[config.mk]
export PLATFORM = sky130hd
export DESIGN_NAME = ray_generator_par
export DESIGN_NICKNAME = d
export VERILOG_FILES = /design/src/rtl/ray_pkg.sv /design/src/rtl/ray_lane_calc.sv /design/src/rtl/ray_generator_par.sv
export SDC_FILE = /design/constraint.sdc
export NUM_CORES = 2
export LEC_CHECK = 0
export ABC_AREA = 1
export BUFFER_PORTS_ARGS = -buffer_cell sky130_fd_sc_hd__buf_2
export CORE_MARGIN = 2
export CORE_UTILIZATION = 66
export DETAILED_ROUTE_END_ITERATION = 10
export PLACE_DENSITY = 0.84
export SLEW_MARGIN = 20
export SYNTH_ARGS = -nofsm -noshare
export SYNTH_HDL_FRONTEND = slang
export SYNTH_SLANG_ARGS = --single-unit
[constraint.sdc]
create_clock -name clk -period 13.6 [get_ports clk]
set_input_delay 2.72 -clock clk [delete_from_list [all_inputs] [get_ports clk]]
set_output_delay 2.72 -clock clk [all_outputs]
set_load 0.02 [all_outputs]
[src/rtl/ray_pkg.sv]
// ray_pkg: shared types and vector helpers for the ray generator and the
// intersection blocks.
//   rg_state_t : generator control states (IDLE, SETUP, RUN, DONE)
//   vec3_t     : three-component signed vector
//   vec3_add / vec3_sub / vec3_scale : wrapping vector arithmetic
// Components are carried at VEC_W bits. Each user keeps only the low bits
// it needs. Add, subtract and multiply wrap, so the low DIR_W bits of a
// VEC_W result equal the same computation done modulo 2^DIR_W
// (for DIR_W <= VEC_W).
package ray_pkg;

  typedef enum logic [1:0] {
    IDLE  = 2'd0,
    SETUP = 2'd1,
    RUN   = 2'd2,
    DONE  = 2'd3
  } rg_state_t;

  localparam int VEC_W = 64;

  typedef logic signed [VEC_W-1:0] vcomp_t;

  typedef struct packed {
    vcomp_t x;
    vcomp_t y;
    vcomp_t z;
  } vec3_t;

  function automatic vec3_t vec3_add(input vec3_t a, input vec3_t b);
    vec3_t r;
    r.x = a.x + b.x;
    r.y = a.y + b.y;
    r.z = a.z + b.z;
    return r;
  endfunction

  function automatic vec3_t vec3_sub(input vec3_t a, input vec3_t b);
    vec3_t r;
    r.x = a.x - b.x;
    r.y = a.y - b.y;
    r.z = a.z - b.z;
    return r;
  endfunction

  function automatic vec3_t vec3_scale(input vec3_t v, input vcomp_t s);
    vec3_t r;
    r.x = v.x * s;
    r.y = v.y * s;
    r.z = v.z * s;
    return r;
  endfunction

endpackage

[src/rtl/ray_lane_calc.sv]
// ray_lane_calc: combinational direction for one output lane.
//   row_base_i : direction of column 0 of the current row
//   right_i    : camera right vector
//   x_i        : column of lane 0
//   width_i    : frame width
//   dir_*_o    : row_base + right*(x + LANE_IDX), low DIR_W bits; 0 when lane unused
//   valid_o    : x + LANE_IDX < width
module ray_lane_calc
  import ray_pkg::*;
#(
  parameter int DIM_W    = 13,
  parameter int DIR_W    = 32,
  parameter int LANE_IDX = 0
) (
  input  vec3_t             row_base_i,
  input  vec3_t             right_i,
  input  logic [DIM_W-1:0]  x_i,
  input  logic [DIM_W-1:0]  width_i,
  output logic [DIR_W-1:0]  dir_x_o,
  output logic [DIR_W-1:0]  dir_y_o,
  output logic [DIR_W-1:0]  dir_z_o,
  output logic              valid_o
);

  // Returns the three components packed x,y,z, truncated to DIR_W.
  function automatic logic [3*DIR_W-1:0] lane_dir(input vec3_t rb, input vec3_t r,
                                                  input vcomp_t col);
    vec3_t v;
    v = vec3_add(rb, vec3_scale(r, col));
    return {v.x[DIR_W-1:0], v.y[DIR_W-1:0], v.z[DIR_W-1:0]};
  endfunction

  // One extra bit so x + LANE_IDX cannot wrap near the top of the range.
  logic [DIM_W:0] col_s;

  assign col_s   = {1'b0, x_i} + (DIM_W+1)'(LANE_IDX);
  assign valid_o = (col_s < {1'b0, width_i});

  // col_s is unsigned, so the cast zero-extends.
  assign {dir_x_o, dir_y_o, dir_z_o} = valid_o ?
      lane_dir(row_base_i, right_i, vcomp_t'(col_s)) : {(3*DIR_W){1'b0}};

endmodule

[src/rtl/ray_generator_par.sv]
// ray_generator_par: streams one primary-ray direction per pixel of a W x H
// frame, LANES adjacent pixels of one row per beat, on valid/ready.
//   clk, reset (sync, active-high), start (sampled in IDLE only)
//   cam_dir_*, cam_right_*, cam_up_* : signed camera vectors (latched at start)
//   image_width, image_height        : frame size (latched at start)
//   busy          : state != IDLE
//   out_valid/out_ready              : beat handshake
//   out_dir_{x,y,z}: lane k in bits [k*DIR_W +: DIR_W]
//   out_lane_mask : lane k holds a real pixel
//   out_px/out_py : coordinates of lane 0
//   out_last      : final beat of the frame
//   frame_done    : one-cycle pulse after the last beat is accepted
module ray_generator_par
  import ray_pkg::*;
#(
  parameter int COORD_W = 11,
  parameter int DIM_W   = 13,
  parameter int DIR_W   = 32,
  parameter int LANES   = 1
) (
  input  logic                       clk,
  input  logic                       reset,
  input  logic                       start,
  input  logic signed [COORD_W-1:0]  cam_dir_x,
  input  logic signed [COORD_W-1:0]  cam_dir_y,
  input  logic signed [COORD_W-1:0]  cam_dir_z,
  input  logic signed [COORD_W-1:0]  cam_right_x,
  input  logic signed [COORD_W-1:0]  cam_right_y,
  input  logic signed [COORD_W-1:0]  cam_right_z,
  input  logic signed [COORD_W-1:0]  cam_up_x,
  input  logic signed [COORD_W-1:0]  cam_up_y,
  input  logic signed [COORD_W-1:0]  cam_up_z,
  input  logic [DIM_W-1:0]           image_width,
  input  logic [DIM_W-1:0]           image_height,
  output logic                       busy,
  output logic                       out_valid,
  input  logic                       out_ready,
  output logic [LANES*DIR_W-1:0]     out_dir_x,
  output logic [LANES*DIR_W-1:0]     out_dir_y,
  output logic [LANES*DIR_W-1:0]     out_dir_z,
  output logic [LANES-1:0]           out_lane_mask,
  output logic [DIM_W-1:0]           out_px,
  output logic [DIM_W-1:0]           out_py,
  output logic                       out_last,
  output logic                       frame_done
);

  localparam logic [DIM_W:0]   LANES_W = (DIM_W+1)'(LANES);
  localparam logic [DIM_W-1:0] LANES_D = DIM_W'(LANES);

  function automatic vec3_t sext3(input logic signed [COORD_W-1:0] a,
                                  input logic signed [COORD_W-1:0] b,
                                  input logic signed [COORD_W-1:0] c);
    vec3_t v;
    v.x = vcomp_t'(a);
    v.y = vcomp_t'(b);
    v.z = vcomp_t'(c);
    return v;
  endfunction

  rg_state_t         state_q, state_d;
  vec3_t             dir_q, right_q, up_q;
  vec3_t             row_base_q, row_base_d;
  logic [DIM_W-1:0]  width_q, height_q;
  logic [DIM_W-1:0]  x_q, x_d, y_q, y_d;

  logic              latch_s, load_beat_s, xfer_s, row_end_s, beat_last_s, dims_zero_s;
  logic signed [DIM_W:0] off_x_s, off_y_s;

  logic [LANES*DIR_W-1:0] lane_x_s, lane_y_s, lane_z_s;
  logic [LANES-1:0]       lane_mask_s;

  logic                   out_valid_q, out_last_q, frame_done_q, busy_q;
  logic [LANES*DIR_W-1:0] out_dir_x_q, out_dir_y_q, out_dir_z_q;
  logic [LANES-1:0]       out_lane_mask_q;
  logic [DIM_W-1:0]       out_px_q, out_py_q;

  assign dims_zero_s = (image_width == '0) || (image_height == '0);
  assign xfer_s      = out_valid_q & out_ready;
  // The current beat reaches the end of its row.
  assign row_end_s   = (({1'b0, x_q} + LANES_W) >= {1'b0, width_q});
  // Column offset of pixel 0 and row offset of row 0, floored halves.
  assign off_x_s     = -$signed({2'b00, width_q[DIM_W-1:1]});
  assign off_y_s     = $signed({2'b00, height_q[DIM_W-1:1]});
  // Last beat: final row and its mask covers column W-1.
  assign beat_last_s = (({1'b0, x_d} + LANES_W) >= {1'b0, width_q}) &&
                       (y_d == (height_q - DIM_W'(1)));

  // Next-state, counter and row-base control.
  always_comb begin
    state_d     = state_q;
    x_d         = x_q;
    y_d         = y_q;
    row_base_d  = row_base_q;
    latch_s     = 1'b0;
    load_beat_s = 1'b0;
    case (state_q)
      IDLE: begin
        if (start) begin
          latch_s = 1'b1;
          x_d     = '0;
          y_d     = '0;
          state_d = dims_zero_s ? DONE : SETUP;
        end else begin
          state_d = IDLE;
        end
      end
      SETUP: begin
        row_base_d  = vec3_add(dir_q, vec3_add(vec3_scale(right_q, vcomp_t'(off_x_s)),
                                               vec3_scale(up_q, vcomp_t'(off_y_s))));
        load_beat_s = 1'b1;
        state_d     = RUN;
      end
      RUN: begin
        if (xfer_s) begin
          if (out_last_q) begin
            state_d = DONE;
          end else begin
            load_beat_s = 1'b1;
            if (row_end_s) begin
              // Moving down one row lowers the up coefficient by one.
              x_d        = '0;
              y_d        = y_q + DIM_W'(1);
              row_base_d = vec3_sub(row_base_q, up_q);
            end else begin
              x_d = x_q + LANES_D;
            end
          end
        end else begin
          state_d = RUN;
        end
      end
      DONE: begin
        state_d = IDLE;
      end
      default: begin
        state_d = IDLE;
      end
    endcase
  end

  // Lanes see the next counters so a new beat is registered without a bubble.
  for (genvar k = 0; k < LANES; k++) begin : g_lane
    ray_lane_calc #(
      .DIM_W   (DIM_W),
      .DIR_W   (DIR_W),
      .LANE_IDX(k)
    ) u_lane (
      .row_base_i(row_base_d),
      .right_i   (right_q),
      .x_i       (x_d),
      .width_i   (width_q),
      .dir_x_o   (lane_x_s[k*DIR_W +: DIR_W]),
      .dir_y_o   (lane_y_s[k*DIR_W +: DIR_W]),
      .dir_z_o   (lane_z_s[k*DIR_W +: DIR_W]),
      .valid_o   (lane_mask_s[k])
    );
  end

  // State, pixel counters and row base.
  always_ff @(posedge clk) begin
    if (reset) begin
      state_q    <= IDLE;
      x_q        <= '0;
      y_q        <= '0;
      row_base_q <= '0;
    end else begin
      state_q    <= state_d;
      x_q        <= x_d;
      y_q        <= y_d;
      row_base_q <= row_base_d;
    end
  end

  // Per-frame camera and dimension latch.
  always_ff @(posedge clk) begin
    if (reset) begin
      dir_q    <= '0;
      right_q  <= '0;
      up_q     <= '0;
      width_q  <= '0;
      height_q <= '0;
    end else if (latch_s) begin
      dir_q    <= sext3(cam_dir_x, cam_dir_y, cam_dir_z);
      right_q  <= sext3(cam_right_x, cam_right_y, cam_right_z);
      up_q     <= sext3(cam_up_x, cam_up_y, cam_up_z);
      width_q  <= image_width;
      height_q <= image_height;
    end
  end

  // Output beat register: loads on a new beat, clears after the last
  // transfer, otherwise holds (stable under backpressure).
  always_ff @(posedge clk) begin
    if (reset) begin
      out_valid_q     <= 1'b0;
      out_dir_x_q     <= '0;
      out_dir_y_q     <= '0;
      out_dir_z_q     <= '0;
      out_lane_mask_q <= '0;
      out_px_q        <= '0;
      out_py_q        <= '0;
      out_last_q      <= 1'b0;
    end else if (load_beat_s) begin
      out_valid_q     <= 1'b1;
      out_dir_x_q     <= lane_x_s;
      out_dir_y_q     <= lane_y_s;
      out_dir_z_q     <= lane_z_s;
      out_lane_mask_q <= lane_mask_s;
      out_px_q        <= x_d;
      out_py_q        <= y_d;
      out_last_q      <= beat_last_s;
    end else if (xfer_s) begin
      out_valid_q     <= 1'b0;
      out_dir_x_q     <= '0;
      out_dir_y_q     <= '0;
      out_dir_z_q     <= '0;
      out_lane_mask_q <= '0;
      out_px_q        <= '0;
      out_py_q        <= '0;
      out_last_q      <= 1'b0;
    end
  end

  // Status outputs track the state being entered.
  always_ff @(posedge clk) begin
    if (reset) begin
      busy_q       <= 1'b0;
      frame_done_q <= 1'b0;
    end else begin
      busy_q       <= (state_d != IDLE);
      frame_done_q <= (state_d == DONE);
    end
  end

  assign busy          = busy_q;
  assign out_valid     = out_valid_q;
  assign out_dir_x     = out_dir_x_q;
  assign out_dir_y     = out_dir_y_q;
  assign out_dir_z     = out_dir_z_q;
  assign out_lane_mask = out_lane_mask_q;
  assign out_px        = out_px_q;
  assign out_py        = out_py_q;
  assign out_last      = out_last_q;
  assign frame_done    = frame_done_q;

endmodule

# --- After elaboration in Yosys (flattened, before gate mapping) ---
# Cells that the tools add are included.
classes:
  n_lt_le_gt_ge: 3
  reduce_logical: 7
  eq_ne: 5
  muxes: 36
  multipliers: 9
  bitwise: 1
  addsub: 18
ops:
  columns: ["cell", "n"]
  rows:
  - ["two-way mux 192 bit", 3]
  - ["case mux 192 bit (2 select lines)", 1]
  - ["subtractor 64 x 11 -> 64 bit", 3]
  - ["multiplier 11 x 14 -> 25 bit", 6]
  - ["two-way mux 13 bit", 11]
  - ["two-way mux 32 bit", 4]
  - ["adder 32 bit", 3]
  - ["two-way mux 96 bit", 1]
  - ["adder 11 x 26 -> 27 bit", 3]
  - ["adder 25 x 24 -> 26 bit", 3]
  - ["multiplier 11 x 13 -> 24 bit", 3]
  - ["case mux 13 bit (2 select lines)", 2]
  - ["adder 13 x 1 -> 14 bit, second input constant", 2]
  - ["greater-or-equal comparator 14 x 13 -> 1 bit", 2]
  - ["adder 13 x 1 -> 13 bit, second input constant", 2]
  - ["zero test 13 bit", 2]
  - ["negator 12 -> 14 bit", 1]
  - ["== test 13 bit", 1]
  - ["less-than comparator 13 bit", 1]
  - ["subtractor 13 x 1 -> 13 bit, second input constant", 1]
  - ["two-way mux 1 bit", 8]
  - ["two-way mux 2 bit", 4]
  - ["case mux 2 bit (4 select lines)", 1]
  - ["== test 2 bit, second input constant", 3]
  - ["other kinds (7)", 8]
word_totals:
  ff_bits: 472
  output_inout_bits: 127
  input_bits: 129
  elab_cells: 106

# --- Logic depth before layout (Yosys ltp) ---
depth:
  ltp_word: 10
  ltp_mapped: 61
  depth_no_buf: 59

# --- Hierarchy ---
# From an unflattened synthesis, not the netlist that was laid out.
unflattened:
  cells_unflattened: 14417
  hier_area_um2: 104848.1
modules_own_cells:
  columns: ["mod", "seq_area_each_um2", "instances", "cells_per_inst", "area_each_um2"]
  rows:
  - ["ray_generator_par", 9449.1, 1, 9684, 69878.3]
  - ["ray_lane_calc", 0.0, 1, 4733, 34969.8]

# --- Least setup slack after synthesis ---
# Ideal clock, no wire load.
synth_path:
  kind: "input port to flip-flop"
  from: "input out_ready"
  to: "register out_dir_z_q[26] (netlist: out_dir_z[26])"
  setup_slack_ps: 3307
  path_buffers: 1
  path_stages: 39
  required_time_ps: 13483
  setup_ps: 117
  arrival_time_ps: 10176
  path_cell_list: "nand2_2 -> nor2_8 -> inv_2 -> nor2_4 -> inv_2 -> o22ai_1 -> nand2_1 -> o21ai_2 -> clkbuf_1 -> nand2_1 -> fa_1 -> fa_1 -> fa_1 -> inv_1 -> fa_1 -> inv_1 -> fa_1 -> inv_1 -> (+3 left out) -> nor2_1 -> o21ai_1 -> a21boi_1 -> o21ai_0 -> a21boi_0 -> o21ai_1 -> a31oi_1 -> o21ai_0 -> xor2_1 -> ha_1 -> nand2_1 -> nor2_1 -> a2111oi_0 -> nand3_1 -> nand3_1 -> nand2_1 -> or2_2 -> a32o_1"
synth_via:
  elab_chain_len: 7
  elab_cells_between_ends: 13
  cone_classes: "add/sub: 1; mul: 1; order compare: 1; mux: 8; bitwise: 1; reduce/logical: 1"
synth_lines:
  columns: ["item", "line_no", "rtl"]
  rows:
  - ["start, declared", "ray_generator_par.sv:37", "input logic out_ready,"]
  - ["bitwise AND 1 bit (*)", "ray_generator_par.sv:79", "assign xfer_s = out_valid_q & out_ready;"]
  - ["two-way mux 13 bit", "ray_generator_par.sv:115", "if (xfer_s) begin"]
  - ["case mux 13 bit (2 select lines)", "ray_generator_par.sv:97", "case (state_q)"]
  - ["multiplier 11 x 14 -> 25 bit", "ray_pkg.sv:49", "r.z = v.z * s;"]
  - ["adder 32 bit", "ray_pkg.sv:33", "r.z = a.z + b.z;"]
  - ["two-way mux 96 bit", "ray_lane_calc.sv:40", "assign {dir_x_o, dir_y_o, dir_z_o} = valid_o ?"]
  - ["two-way mux 32 bit", "ray_generator_par.sv:204", "end else if (load_beat_s) begin"]
  - ["end signal, assigned", "ray_generator_par.sv:208", "out_dir_z_q <= lane_z_s;"]
  - ["end, declared", "ray_generator_par.sv:74", "logic [LANES*DIR_W-1:0] out_dir_x_q, out_dir_y_q, out_dir_z_q;"]
# Mark *: on every way between the ends. The rest lies on a longest branch, timed or not.
# A chain may end at the register's enable or synchronous reset.

==> impl_metrics.yaml <==
pwr:
  power_density_mw_per_mm2: 238
  ir_worst_vdd_uv: 481
  leakagePower_uw: 0.0415
hold_path:
  min_from: "out_lane_mask"
  hold_class: "flop to flop"
  holdPathStages: 2
  min_to: "out_lane_mask"
setup_path:
  crit_fanout: 21
  reg2reg_depth: 44
  max_stage_delay_ns: 1.13
  worst_ep_required_time_ns: 14.18
  critPathLaunchType: "flop"
  regToRegEndpoint: "out_dir_z[26]"
  worst_path_max_delay_cell: "inv_1"
  critPathCaptureType: "flop"
  cp.arrival_ns: 12.83
  timing.rr.start: "width_q[1]"
  crit_type: "flop to flop"
  regToRegSetupSlack_ns: 1.35
sta:
  fin_crit_ns: 12.25
  fmax_ghz: 0.0816
  rsz0062_at_grt: "false"
  finalMaxSlewViolations: 0
  setup_violations: 0
  fin_crit_sh: 0.901
  skew_ns: 0.0328
  slew-limit-headroom: 0.165
  setup_tns_ns: 0
  tightest_slew_ns: 1.24
  final_hold_viol_count: 0
drt:
  ant_nets: 0
  first_pass_iters: 9
  num_vias: 68000
  drtIter0Drc: 7366
  wl_mm: 266
  wl_per_cell_um: 23.5
  vias_per_cell: 6.00
  route.detailed.drc: 0
cells_and_area:
  syn2layout_area_growth_pct: 5.99
  stdcell_count: 11300
  nets: 12000
  drive_gt1_frac: 0.0558
clocking:
  clock-sinks: 376
  cts-root-buf: "clkbuf_16"
  clock_path_buffers: 3
  post_cts_resize_count: 0
  cts_hold_buffers: 0
  cts_tree: "yes"
  postCtsSetupBuffers: 0
  insertion_delay_ns: 0.68
  clk_pin_slew_ns: 0.07
  cts_buffers: 50
  h-tree-depth: 2
logic_synthesis:
  syn_area_mm2: 0.0747
  syn_inst: 9732
  synth_fp_nets: 11900
  avgSynthCellArea_um2: 7.67
  synth_top_flop_cell: "dfxtp_1"
  ys_ff_latch: 376
  ys_seq_area_frac: 0.101
  yosysWarnings: 0
  ys_types: 71
  synth_edf_count: 0
  synthArstFlopShare: 0
placement:
  place_inst: 11200
  dp_hpwl_mm: 214
  numPortBuffers: 255
  place_congestion: 1.09
die:
  start_util: 0.665
  num_rows: 123
  pin_count: 256
  core_region_area_mm2: 0.112
  dieArea_mm2: 0.116
  die_w_um: 340
  die_h_um: 340
global_route:
  grt_pass1_wl_mm: 404
  grt_use_total: 0.465
  grt_overflow: 0
  grt_pass1_vias: 68900
  antenna_found_initial: 25
  grt_max_degree: 210
status:
  status: "finished, final reports clean"
job:
  maxCapViolations: 0
-- cell families (layout without fill, tap and decap cells) --
kind of cell	count (synthesis)	count (layout)	share of synthesized area
and+or+nand+nor	2977	2977	0.161
buffers and inverters	2605	2690	0.132
adders and majority gates	2078	2078	0.470
AOI/OAI and AO/OA	1475	1475	0.111
DFF	376	376	0.101
xor gates and xnor gates	220	220	0.0258
muxes	1	1	0.000151
other	0	13	0
-- worst max-delay path: cells and delay by family (launching register included) --
kind	cells	cell delay, ns
compound gates	11	2.81
buf+inv	7	1.67
flops	1	0.87
simple gates	17	2.43
fa+ha+maj	9	4.34
-- per-layer routing --
metal  track usage  share of wire
met5             0        0.00043
met4         0.307          0.084
met3         0.178           0.15
met2         0.677           0.41
met1         0.576           0.36
-- worst max-delay path by stage --
stage          startpoint             to  slack, ns  cells after the start
4_1_cts        width_q[1]  out_dir_z[26]       2.00                     42
3_3_place_gp    out_ready  out_dir_z[26]       1.83                     40
3_5_place_dp    out_ready  out_dir_z[26]       1.70                     40
2_1_floorplan   out_ready  out_dir_z[26]       3.31                     39
6_report       width_q[1]  out_dir_z[26]       1.35                     44
5_1_grt        width_q[1]  out_dir_z[26]       1.04                     41
-- flip-flops by register name (all words and copies together) (netlist names), 32 cells and up --
| name | flops |
|---|---|
| row_base_q | 96 |
| dir_q | 33 |
| right_q | 33 |
| up_q | 33 |
| out_dir_x | 32 |
| out_dir_y | 32 |
| out_dir_z | 32 |
-- stage by stage --
stage | cell area [µm²] | hold WS (ns) | util | total power [µW] | setup slack (ns)
after detailed placement | 77300 | 0.436 | 0.688 | 16500 | 1.70
after global placement | 77300 | 0.433 | 0.688 | 16200 | 1.83
after global routing | 79100 | 0.459 | 0.704 | 20400 | 1.04
after CTS | 79100 | 0.451 | 0.704 | 18200 | 2.00
final | 79100 | 0.448 | 0.704 | 18800 | 1.35
after floorplan | 74700 | 0.462 | - | 11900 | 3.31
-- where the power goes --
group	internal, µW	switching, µW	total [µW]	leakage [µW]
registers	1190	132	1320	0.00308
clock network	888	648	1540	0.000886
logic	5390	10600	16000	0.0376
-- cell usage in the layout (no fill, tap or decap), types with 71 or more instances in the layout --
cell / count
a21oi_1: 619
buf_4: 106
o21ai_0: 466
xor2_1: 136
o211ai_1: 71
xnor2_1: 84
buf_2: 254
fa_1: 1209
inv_1: 2199
dfxtp_1: 375
ha_1: 866
nand2_1: 1768
nor2_1: 806
nand3_1: 160
-- Yosys cell counts, drive strengths merged (3+ instances only) --
library cell  number  area, µm²
o21a              27        203
nand4             31        194
o31ai              8       60.1
a22o              26        228
o221ai            13        114
clkbuf           296       1110
or2               29        181
a21oi            621       3120
nand3            164        848
xnor2             84        736
inv             2219       8330
nand2           1776       6700
a21o              19        143
nor4              28        175
and2              59        369
nor2             814       3100
ha               869      10900
fa              1209      24200
o211ai            72        546
dfxtp            376       7530
a22oi             15        123
a31oi             52        325
xor2             136       1190
nand3b             8       60.1
clkinv            16       60.1
nor3              64        335
a32o              13        130
o22ai             13       93.8
a2111oi            3       26.3
o21bai            15        113
buf               74        332
a211oi            14        105
o21ai            525       2660
a221oi             4       35.0
a21boi            23        176
-- area by class of cell --
class,count,area (µm²)
diodes,13,32.5
clock buffers,54,1280
clock inverters,39,567
fillers,9149,33200
inverters,2235,8390
multi-input cells,6751,57400
flip-flops and latches,376,7530
well taps,1500,1880
repair buffers,362,2110
No activity file was read; power rests on OpenSTA's default activity.
